[src/rtl/seg_scan_driver.sv]
// ---------------------------------------------------------------------------
// seg_scan_driver
//
// Multiplexed seven-segment display driver for common-anode digits. A frame
// of per-digit active-low segment codes plus decimal points is captured into
// a pending buffer on load. It moves into the display register only at a
// frame boundary, so a scanned frame never mixes old and new digits. Each
// digit slot starts with a blanked gap to suppress ghosting. Leading zeros
// can optionally be blanked.
//
// Parameters
//   N_DIGITS     : digits scanned (1..8)
//   SCAN_DIV     : clock cycles per digit slot (>= 2)
//   BLANK_CYCLES : blanked cycles at the start of each slot (< SCAN_DIV)
//
// Ports
//   clk        in   system clock, rising edge
//   rst_n      in   asynchronous active-low reset
//   codes_in   in   7*N_DIGITS segment codes, digit i at [7i+6:7i], gfedcba
//                   active-low, digit N_DIGITS-1 most significant
//   dp_in      in   N_DIGITS decimal point enables, active-high
//   load       in   capture codes_in/dp_in into the pending buffer
//   lz_blank   in   leading-zero blanking enable
//   load_ack   out  one-cycle pulse when the pending frame is displayed
//   frame_tick out  one-cycle pulse on the last cycle of each full scan
//   seg        out  active-low segment pins
//   dp_n       out  active-low decimal point pin
//   an         out  N_DIGITS active-low anode enables
// ---------------------------------------------------------------------------
module seg_scan_driver #(
    parameter int N_DIGITS     = 4,
    parameter int SCAN_DIV     = 50000,
    parameter int BLANK_CYCLES = 1000
) (
    input  logic                    clk,
    input  logic                    rst_n,
    input  logic [7*N_DIGITS-1:0]   codes_in,
    input  logic [N_DIGITS-1:0]     dp_in,
    input  logic                    load,
    input  logic                    lz_blank,
    output logic                    load_ack,
    output logic                    frame_tick,
    output logic [6:0]              seg,
    output logic                    dp_n,
    output logic [N_DIGITS-1:0]     an
);

    localparam int DW = (N_DIGITS > 1) ? $clog2(N_DIGITS) : 1;
    localparam int CW = $clog2(SCAN_DIV);

    localparam logic [DW-1:0] LAST_DIGIT = DW'(N_DIGITS - 1);
    localparam logic [CW-1:0] LAST_CYC   = CW'(SCAN_DIV - 1);
    localparam logic [CW-1:0] BLANK_LIM  = CW'(BLANK_CYCLES);
    localparam logic [6:0]    SEG_OFF    = 7'h7F;
    localparam logic [6:0]    SEG_ZERO   = 7'b1000000;

    typedef enum logic {
        PH_BLANK,
        PH_ACTIVE
    } phase_t;

    // Pending buffer and display register
    logic [N_DIGITS-1:0][6:0] pend_codes;
    logic [N_DIGITS-1:0]      pend_dp;
    logic                     pend_valid;
    logic [N_DIGITS-1:0][6:0] disp_codes;
    logic [N_DIGITS-1:0]      disp_dp;

    // Scan counters
    logic [DW-1:0] digit;
    logic [CW-1:0] cyc;

    // Combinational next-output values
    logic                boundary;
    logic                transfer;
    phase_t              phase;
    logic [N_DIGITS-1:0] lz_mask;
    logic [N_DIGITS-1:0] an_next;
    logic [6:0]          seg_next;
    logic                dp_n_next;

    assign boundary = (digit == LAST_DIGIT) && (cyc == LAST_CYC);
    // The transfer decision uses pend_valid as it stood before this cycle's
    // capture, so a load on the boundary cycle waits for the next frame.
    assign transfer = boundary && pend_valid;

    // A digit is a leading zero when it and every more significant digit
    // show a plain zero with no decimal point. Digit 0 always displays.
    always_comb begin
        logic run;
        // NOTE: every signal written here gets a default first, so no path
        // leaves it unassigned and no latch is inferred.
        lz_mask = '0;
        run     = lz_blank;
        for (int i = N_DIGITS - 1; i >= 0; i--) begin
            run = run && (disp_codes[i] == SEG_ZERO) && !disp_dp[i];
            if (i > 0) lz_mask[i] = run;
        end
    end

    always_comb begin
        phase     = (cyc < BLANK_LIM) ? PH_BLANK : PH_ACTIVE;
        an_next   = '1;
        seg_next  = SEG_OFF;
        dp_n_next = 1'b1;
        if (phase == PH_ACTIVE) begin
            an_next[digit] = 1'b0;
            seg_next       = lz_mask[digit] ? SEG_OFF : disp_codes[digit];
            dp_n_next      = ~disp_dp[digit];
        end
    end

    // Scan counters: cyc walks the slot, digit advances on each slot wrap.
    // NOTE: sequential state uses non-blocking assignments so every register
    // samples the values from before the edge, independent of block order.
    always_ff @(posedge clk or negedge rst_n) begin
        if (!rst_n) begin
            cyc   <= '0;
            digit <= '0;
        end else if (cyc == LAST_CYC) begin
            cyc   <= '0;
            digit <= (digit == LAST_DIGIT) ? '0 : digit + 1'b1;
        end else begin
            cyc   <= cyc + 1'b1;
        end
    end

    // Pending buffer: latest load wins; a capture on the boundary cycle
    // re-arms pend_valid after the transfer has consumed the old contents.
    always_ff @(posedge clk or negedge rst_n) begin
        if (!rst_n) begin
            pend_codes <= '0;
            pend_dp    <= '0;
            pend_valid <= 1'b0;
        end else begin
            if (transfer) pend_valid <= 1'b0;
            if (load) begin
                pend_codes <= codes_in;
                pend_dp    <= dp_in;
                pend_valid <= 1'b1;
            end
        end
    end

    // Display register: reset to a dark display so nothing flashes before
    // the first frame is loaded.
    // NOTE: this storage is reset explicitly because its contents reach the
    // pins; it is small enough to live in flops rather than a RAM.
    always_ff @(posedge clk or negedge rst_n) begin
        if (!rst_n) begin
            disp_codes <= {N_DIGITS{SEG_OFF}};
            disp_dp    <= '0;
        end else if (transfer) begin
            disp_codes <= pend_codes;
            disp_dp    <= pend_dp;
        end
    end

    // Registered pins, one cycle behind the counters.
    always_ff @(posedge clk or negedge rst_n) begin
        if (!rst_n) begin
            an         <= '1;
            seg        <= SEG_OFF;
            dp_n       <= 1'b1;
            load_ack   <= 1'b0;
            frame_tick <= 1'b0;
        end else begin
            an         <= an_next;
            seg        <= seg_next;
            dp_n       <= dp_n_next;
            load_ack   <= transfer;
            frame_tick <= boundary;
        end
    end

endmodule

[config.mk]
export PLATFORM = sky130hd
export DESIGN_NAME = seg_scan_driver
export DESIGN_NICKNAME = d
export VERILOG_FILES = /design/src/rtl/seg_scan_driver.sv
export SDC_FILE = /design/constraint.sdc
export NUM_CORES = 1
export LEC_CHECK = 0
export BUFFER_PORTS_ARGS = -buffer_cell sky130_fd_sc_hd__clkbuf_2
export CAP_MARGIN = 0
export CORE_AREA = 2 2 129 131
export CTS_CLUSTER_SIZE = 24
export DETAILED_ROUTE_END_ITERATION = 10
export DIE_AREA = 0 0 131 133
export GPL_ROUTABILITY_DRIVEN = 0
export PLACE_DENSITY = 0.53
export SYNTH_ARGS = -nofsm -noshare
export SYNTH_HDL_FRONTEND = slang
export SYNTH_SLANG_ARGS = --single-unit
[constraint.sdc]
create_clock -name clk -period 2.9 [get_ports clk]
set_input_delay 0.435 -clock clk [delete_from_list [all_inputs] [get_ports clk]]
set_output_delay 0.435 -clock clk [all_outputs]
set_load 0.01 [all_outputs]
==> flow_results.org, run 1 <==
** Final layout
- Post-route standard cell area excluding fillers :: 0.00488 mm²
- Nets :: 383
- The area growth from synthesis to layout is 19.0%.
- The layout has 1625 filler cells.
- The library cells used most frequently in the layout, excluding fill and tap cells, are sky130_fd_sc_hd__dfrtp_1 (57), sky130_fd_sc_hd__clkbuf_2 (48), sky130_fd_sc_hd__dfstp_2 (40).
- Number of antenna repair diodes :: 0
- Excluding fillers, the count of instances in the completed layout stands at 567.
- Commonest non-fill, non-tap cell in the layout :: sky130_fd_sc_hd__dfrtp_1
- Share of final-layout standard cells stronger than drive strength 1 :: 44.4%
- In the final layout, the multi-input gates occupy 0.00149 mm².
- FF+latch area :: 0.00248 mm²

** Synthesis
- Dominant combinational cell family by area after synthesis :: multiplexers
- Post-Synth XOR/XNOR Area :: 2.56%
- Mapped Cells :: 288
- Compound-gate portion of the synthesized area :: 1.22%
- Count of flip-flops with a built-in enable after synthesis :: 0
- Synthesized area :: 0.00410 mm²
- Synthesized-area fraction occupied by adder cells :: 1.53%
- Proportion of synthesized area in mux cells :: 22.2%
- Count of cell types in the netlist :: 35
- Among all flip-flop cells after synthesis, the most frequent one is sky130_fd_sc_hd__dfrtp_1.
- Of all flip-flops after synthesis, the portion carrying an async set or reset was 100%.
- A synthesized cell averages 14.2 µm².
- Syn nets :: 329
- Summing the areas of all and, or, nand and nor instances in the mapped netlist gives 8.76% of the synthesized area.
- Synthesis inferred 97 register bits.
- The Yosys step of the flow raised 0 warnings.
- Summing the sequential cell areas from Yosys gives 60.4% of the chip area.

** Clock tree
- Buffers inserted to repair hold after CTS numbered 0.
- Number of buffers between clock root and the deepest sink :: 2
- The clock tree synthesis step divided the H-tree into 3 levels.
- Num CTS Buffers :: 9
- Post CTS Setup Buffer Count :: 0
- Clock latency on the worst-skew pair, taken at its later pin, is 340 ps.
- After clock tree synthesis, the clock-pin slew on the worst setup and hold paths is 60 ps.
- TritonCTS clock tree :: built
- The tree is rooted in a sky130_fd_sc_hd__clkbuf_16.
- Count of instances resized after the clock tree is built :: 0
- CTS saw 97 sinks.

** STA
- Setup total negative slack on the finished layout was measured at 0 ps.
- The tightest hold path in the finished design has a slack of 133 ps.
- Transition time of the tightest slew-check pin :: 851 ps
- Slew headroom :: 43.2%
- Max Slew Vio Count :: 0
- The final number of hold-violating endpoints came to 0.
- Setup violations remaining at the end of the flow were counted as 0.
- The worst path uses 81.5% of the clock period.
- FMAX :: 423 MHz
- On the final layout, the worst clock skew is 10.1 ps.
- Minimum clock period after layout :: 2360 ps
- RSZ-0062 raised after global routing :: no

** Power and ir drop
- VDD sags by at most 0.252 mV.
- Clock Power Share :: 41.8%
- Cell Int Power :: 0.00209 W
- In this run, flip-flops and latches consume 54.0% of the power.
- Power spread over the standard cell area amounts to 542 mW/mm².
- Combinational logic is responsible for 4.2% of the overall power.
- The analysis attributes to cell leakage a power of 2.09 nW.
- Switch Pwr :: 0.000554 W
- Switching Share :: 20.9%

** Detailed routing
- In the routed design, unresolved DRC markers number 0.
- Length of the first detailed-routing pass in iterations :: 4
- In the final routed layout, each cell accounts on average for 14.5 µm.
- Dividing the detail-routed via count by the number of cells gives 4.18.
- In this run the remaining antenna-violating nets after routing total 0.
- The first routing iteration left 98 violations.
- Total wire length :: 8.22 mm
- Across all layers, the routed design uses 2371 vias.

** Placement
- Half-perimeter wire length after detailed placement :: 5.89 mm
- Number of port buffers :: 49
- Once placement finished, the instance area stood at 0.00460 mm².
- The number of placed instances, taps included, is 551.

** Global route
- Via count of the first global-routing pass :: 2565
- Total GRT Usage :: 10.5%
- Wire length of the first global-routing pass :: 13.8 mm
- Initial antenna violation count :: 0
- Pin count of the biggest net entering global routing :: 52
- For this run the aggregate overflow at the end of global routing stands at 0.

** Critical path
- Crit path max fanout :: 32
- Critical-path cell with the highest stage delay :: sky130_fd_sc_hd__or4_4
- Category of the worst setup path capture point :: flop
- Worst setup path class :: reg -> reg
- The worst setup path is launched from a flop.
- Logic depth of the worst setup path including buffers :: 5
- FF-to-FF Start :: cyc[12]$_DFF_PN0_
- For the worst setup path, the data required time is 3120 ps.
- R2R depth :: 5
- In this run the critical register-to-register path is captured at disp_dp[2]$_DFFE_PN0P_.
- Top cell family by delay on the critical path :: simple AND/OR/NAND/NOR gates
- Crit path buffers/inverters :: 1
- In this design, the stage delay of the slowest critical-path cell is 580 ps.
- STA puts the critical path data arrival time at 2580 ps.
- Traced cell by cell, the critical path runs through or4_4 > nor4_4 > and3_1 > buf_4 > mux2_1.
- In this run the register-to-register setup slack is 540 ps.

** Job
- Max-cap violations in this run came to 0.

** Worst hold path
- The path class of the tightest hold or removal check is in -> async.

** Floorplanning
- The die is 133 µm tall.
- Once the floorplan was initialized, standard cells occupied 25.4% of the core.
- The floorplan has 47 rows.
- From left edge to right edge, the die measures 131 µm.
- The die covers 0.0174 mm².
- Placeable Area :: 0.0162 mm²
- Number of top-level design ports :: 50

** Run status
- The flow ran to the end, and the final reports show no timing, DRC or antenna violations.
worst register-to-register path: cells and delay by family (launching register included):
family,cells,cell delay (ps)
flops,1,420
mux,1,380
simple gates,3,1050
buf+inv,1,390
metal layers:
metal | vias up | global-route usage, % | routed length (µm)
met5 | - | 0 | 0
met4 | 0 | 3.55 | 98
met3 | 9 | 3.44 | 314
met2 | 37 | 15.5 | 3890
met1 | 1203 | 14.5 | 3920
li1 | 1122 | - | -
cells in the mapped netlist (all sizes together), types with 3 or more instances:
| library cell | count | area share [%] |
|---|---|---|
| nand3 | 10 | 1.2 |
| mux2 | 64 | 18 |
| o21ai | 5 | 0.61 |
| ha | 5 | 1.5 |
| buf | 5 | 1.4 |
| nor3 | 4 | 0.49 |
| dfrtp | 57 | 35 |
| clkbuf | 8 | 0.73 |
| mux4 | 8 | 4.4 |
| dfstp | 40 | 26 |
| and3 | 3 | 0.46 |
| nand4 | 4 | 0.61 |
| inv | 13 | 1.2 |
| xor2 | 6 | 1.3 |
| nor4 | 6 | 1.3 |
| xnor2 | 6 | 1.3 |
| nor2 | 14 | 1.3 |
| nand2 | 14 | 1.3 |
power by group through the flow:
stage	clock (W)	sequential, W	combinational [W]
final	0.00110	0.00143	0.000112
after global routing	0.00121	0.00143	0.000128
after CTS	0.00115	0.00143	0.000117
after detailed placement	0	0.00145	0.000116
after global placement	0	0.00145	0.000114
after floorplan	0	0.00144	0.0000543
final cells by class:
cell class / instances / area share (%)
multi-input combinational: 165 / 30.5
timing repair buffer: 56 / 6.41
clock inverter: 2 / 0.282
sequential: 97 / 50.8
inverter: 13 / 1.00
clock buffer: 14 / 5.41
tap: 220 / 5.64
registers in the layout (all words and copies together), names as in the netlist, 2 cells and up:
signal      flops
disp_dp         4
seg             7
pend_dp         4
cyc            16
an              4
pend_codes     28
digit           2
disp_codes     28
logic make-up after synthesis:
logic type / count (synthesis)
adder cells (fa/ha/maj): 5
AND/OR/NAND/NOR: 66
XOR/XNOR: 12
AO/OA/AOI/OAI: 9
flip-flops: 97
multiplexers: 73
buffers and inverters: 26
per-stage QoR:
| step | worst slack (ps) | utilization, % | total power, W |
|---|---|---|---|
| after floorplan | 784 | - | 0.00149 |
| after global placement | 588 | 28.5 | 0.00157 |
| after detailed placement | 542 | 28.5 | 0.00157 |
| after CTS | 535 | 30.2 | 0.00270 |
| after global routing | 416 | 30.2 | 0.00277 |
| final | 536 | 30.2 | 0.00264 |
worst max-delay path by stage:
stage	from	to	slack [ps]
detailed placement	cyc[12]$_DFF_PN0_	disp_dp[0]$_DFFE_PN0P_	540
global route	cyc[12]$_DFF_PN0_	disp_dp[0]$_DFFE_PN0P_	420
CTS	cyc[12]$_DFF_PN0_	disp_dp[0]$_DFFE_PN0P_	530
floorplan	cyc[12]$_DFF_PN0_	disp_dp[0]$_DFFE_PN0P_	780
global placement	cyc[12]$_DFF_PN0_	disp_dp[3]$_DFFE_PN0P_	590
finish	cyc[12]$_DFF_PN0_	disp_dp[2]$_DFFE_PN0P_	540
No activity file was read; power rests on OpenSTA's default activity.
==> run 2: changes to the inputs <==
==> constraint.sdc (replaced) <==
create_clock -name clk -period 2.5 [get_ports clk]
set_input_delay 0.375 -clock clk [delete_from_list [all_inputs] [get_ports clk]]
set_output_delay 0.375 -clock clk [all_outputs]
set_load 0.01 [all_outputs]
==> flow_results.org, run 2 (same netlist as run 1, synthesis figures left out) <==
** Run status
- Run status :: finished, final reports clean

** STA
- The transition time at the pin with the least slew margin is 886 ps (+34.7 ps).
- Final sum of negative setup slack :: 0 ps (unchanged)
- Minimum clock period after layout :: 2200 ps (-161 ps)
- Setup repair after global routing left no endpoint under its margin.
- The part of the cycle the worst path needs was 88.1% (+6.6 points).
- Max Slew Vio Count :: 0 (unchanged)
- The relative max-transition margin came to 40.9% (-2.3 points).
- Final hold violations :: 0 (unchanged)
- Final-report setup violation count :: 0 (unchanged)
- FMAX :: 454 MHz (+7.3%)
- The maximum clock skew at final layout came to 11.0 ps (+0.875 ps).

** Clock tree
- Clock transition at path regs :: 70 ps (about the same)
- Num CTS Buffers :: 9 (unchanged)
- The insertion delay to the later sink of the worst-skew pair was 340 ps (about the same).
- TritonCTS built the clock tree.
- Count of instances resized after the clock tree is built :: 0 (unchanged)
- The total number of clock tree sinks is 97 (unchanged).
- The clock tree buffer depth came to 2 (unchanged).
- Clock Tree Root :: sky130_fd_sc_hd__clkbuf_16
- The H-tree depth is 3 (unchanged).
- Post CTS Setup Buffer Count :: 0 (unchanged)
- Total of hold buffers inserted after clock tree synthesis :: 0 (unchanged)

** Detailed routing
- Remaining design rule violation count :: 0 (unchanged)
- The total via count in the routed design is 2363 (-0.34%).
- Final ANT Viol Nets :: 0 (unchanged)
- Wire per inst :: 14.3 µm (-1.6%)
- The iteration count of the initial detailed-routing pass is 4 (unchanged).
- The average vias per placed instance is 4.15 (-0.69%).
- Count of routing violations after the opening detailed-route iteration :: 127 (+30%)
- Total wire length :: 8.11 mm (-1.3%)

** Critical path
- The endpoint identified for the worst register-to-register timing path is disp_dp[3]$_DFFE_PN0P_.
- The largest driver fanout on the critical path is 23 (-28%).
- The worst setup path is captured at a flop.
- Crit. Startpoint :: cyc[12]$_DFF_PN0_
- STA classifies the critical path startpoint as a flop.
- The worst setup path is of the reg -> reg kind.
- Critical path required time :: 2720 ps (-400 ps)
- R2R depth :: 5 (unchanged)
- CP endpoint :: disp_dp[3]$_DFFE_PN0P_
- The worst endpoint data arrival time was 2430 ps (-150 ps).
- Worst setup slack for register-to-register paths :: 300 ps (-240 ps)
- The startpoint identified for the worst register-to-register timing path is cyc[12]$_DFF_PN0_.

** Final layout
- Nets :: 385 (+0.52%)
- In the layout the commonest cells are sky130_fd_sc_hd__dfrtp_1 (57), sky130_fd_sc_hd__clkbuf_2 (48), sky130_fd_sc_hd__dfstp_2 (40).
- Number of antenna repair diodes :: 0 (unchanged)
- Leaving out fill and tap cells, the most frequent cell in the layout is sky130_fd_sc_hd__dfrtp_1.
- Share of final-layout standard cells stronger than drive strength 1 :: 45.3% (+0.89 points)
- Filler cell count in the final layout :: 1651 (+1.6%)
- Area growth from synthesis to layout :: 20.4%
- In the final layout, the registers with the most flip-flops are disp_codes (28), pend_codes (28), cyc (16).
- Final std cells w/o fill :: 569 (+0.35%)

** Power and ir drop
- The portion of total power attributed to sequential cells was 51.9% (-2.1 points).
- The switching part of the total was 20.8% (-0.12 points).
- The portion of total power attributed to combinational logic was 4.1% (about the same).
- The maximum vdd drop came to 0.402 mV (+60%).
- The power per cell area was 646 mW/mm² (+19%).
- Switch Pwr :: 0.000664 W (+20%)
- The reported leakage power was 2.11 nW (+1.2%).
- Clock Power Share :: 44.0% (+2.2 points)
- The internal cell power is 0.00253 W (+21%).

** Job
- The count of max-cap constraint violations was 0 (unchanged).

** Floorplanning
- Starting utilization of the core area :: 25.4% (unchanged)
- The count of boundary I/O pins came to 50 (unchanged).
- Placeable Area :: 0.0162 mm² (unchanged)
- The die height was 133 µm (unchanged).
- Number of rows created at floorplan :: 47 (unchanged)
- Die span in x :: 131 µm (unchanged)
- The die outline area came to 0.0174 mm² (unchanged).

** Global route
- Via count of the first global-routing pass :: 2706 (+5.5%)
- Pin count of the biggest net entering global routing :: 56 (+7.7%)
- Aggregate global routing overflow :: 0 (unchanged)
- The initial antenna violation count is 0 (unchanged).
- The first-pass GRT wire length is 13.9 mm (+0.45%).
- The global-route total usage across every layer was 10.3% (-0.23 points).

** Placement
- The placed wire-length estimate after detailed placement was 5.85 mm (-0.54%).
- Number of port buffers :: 49 (unchanged)
- The cell count after placement was 553 (+0.36%).

** Worst hold path
- In this run the worst hold path is classified as in -> async.
## run 2: cell count changes in the layout (fill, tap and decap cells not counted), sizes merged
cell      delta
clkinvlp     +1
buf          +2
clkbuf       -2
bufinv       +1
## run 2: area by class of cell
type	instances	area, µm²	share of cell area [%]
flip-flops and latches	97	2480	50.2
multi-input cells	165	1490	30.1
repair buffers	58	340	6.89
well taps	220	275	5.58
clock buffers	12	256	5.20
clock inverters	4	51.3	1.04
inverters	13	48.8	0.988
## run 2: layer usage
metal  GRT usage [%]  routed length [µm]  part of all wire (%)  vias up
met4            3.37                 126                   1.6        0
li1                -                   -                     -     1112
met3            3.19                 355                   4.4       12
met2            16.1                3800                    47       37
met5               0                   0                     0        -
met1            13.6                3830                    47     1202
## run 2: through the flow
| stage | worst slack (ps) | hold WS [ps] | total power (W) | util [%] | cell area, µm² |
|---|---|---|---|---|---|
| after global routing | 199 | 139 | 0.00332 | 30.5 | 4940 |
| after detailed placement | 295 | 479 | 0.00182 | 28.6 | 4630 |
| after global placement | 324 | 462 | 0.00181 | 28.6 | 4630 |
| after floorplan | 384 | 79.4 | 0.00173 | - | 4100 |
| after CTS | 274 | 106 | 0.00324 | 30.5 | 4940 |
| final | 297 | 79.1 | 0.00319 | 30.5 | 4940 |
## run 2: power by group through the flow
stage | registers (W) | logic (W) | clock network (W)
2_1_floorplan | 0.00167 | 0.0000630 | 0
6_report | 0.00166 | 0.000129 | 0.00140
3_5_place_dp | 0.00168 | 0.000135 | 0
3_3_place_gp | 0.00168 | 0.000131 | 0
5_1_grt | 0.00166 | 0.000147 | 0.00151
4_1_cts | 0.00166 | 0.000135 | 0.00145
## run 2: how the worst min path moves through the flow
stage | startpoint | end | slack, ps | cells after the start
2_1_floorplan | rst_n | cyc[0]$_DFF_PN0_ | 80 | 0
3_3_place_gp | rst_n | pend_codes[3]$_DFFE_PN0P_ | 460 | 1
3_5_place_dp | rst_n | pend_codes[11]$_DFFE_PN0P_ | 480 | 1
4_1_cts | rst_n | pend_codes[11]$_DFFE_PN0P_ | 110 | 1
5_1_grt | rst_n | pend_codes[5]$_DFFE_PN0P_ | 140 | 1
6_report | rst_n | pend_codes[5]$_DFFE_PN0P_ | 80 | 1
## run 2: worst max-delay path: stages, from the launching register on
cell and delay, ps:
sky130_fd_sc_hd__dfrtp_1 420, sky130_fd_sc_hd__or4_4 580, sky130_fd_sc_hd__nor4_4 290, sky130_fd_sc_hd__and3_1 260
sky130_fd_sc_hd__buf_12 190, sky130_fd_sc_hd__mux2_1 330
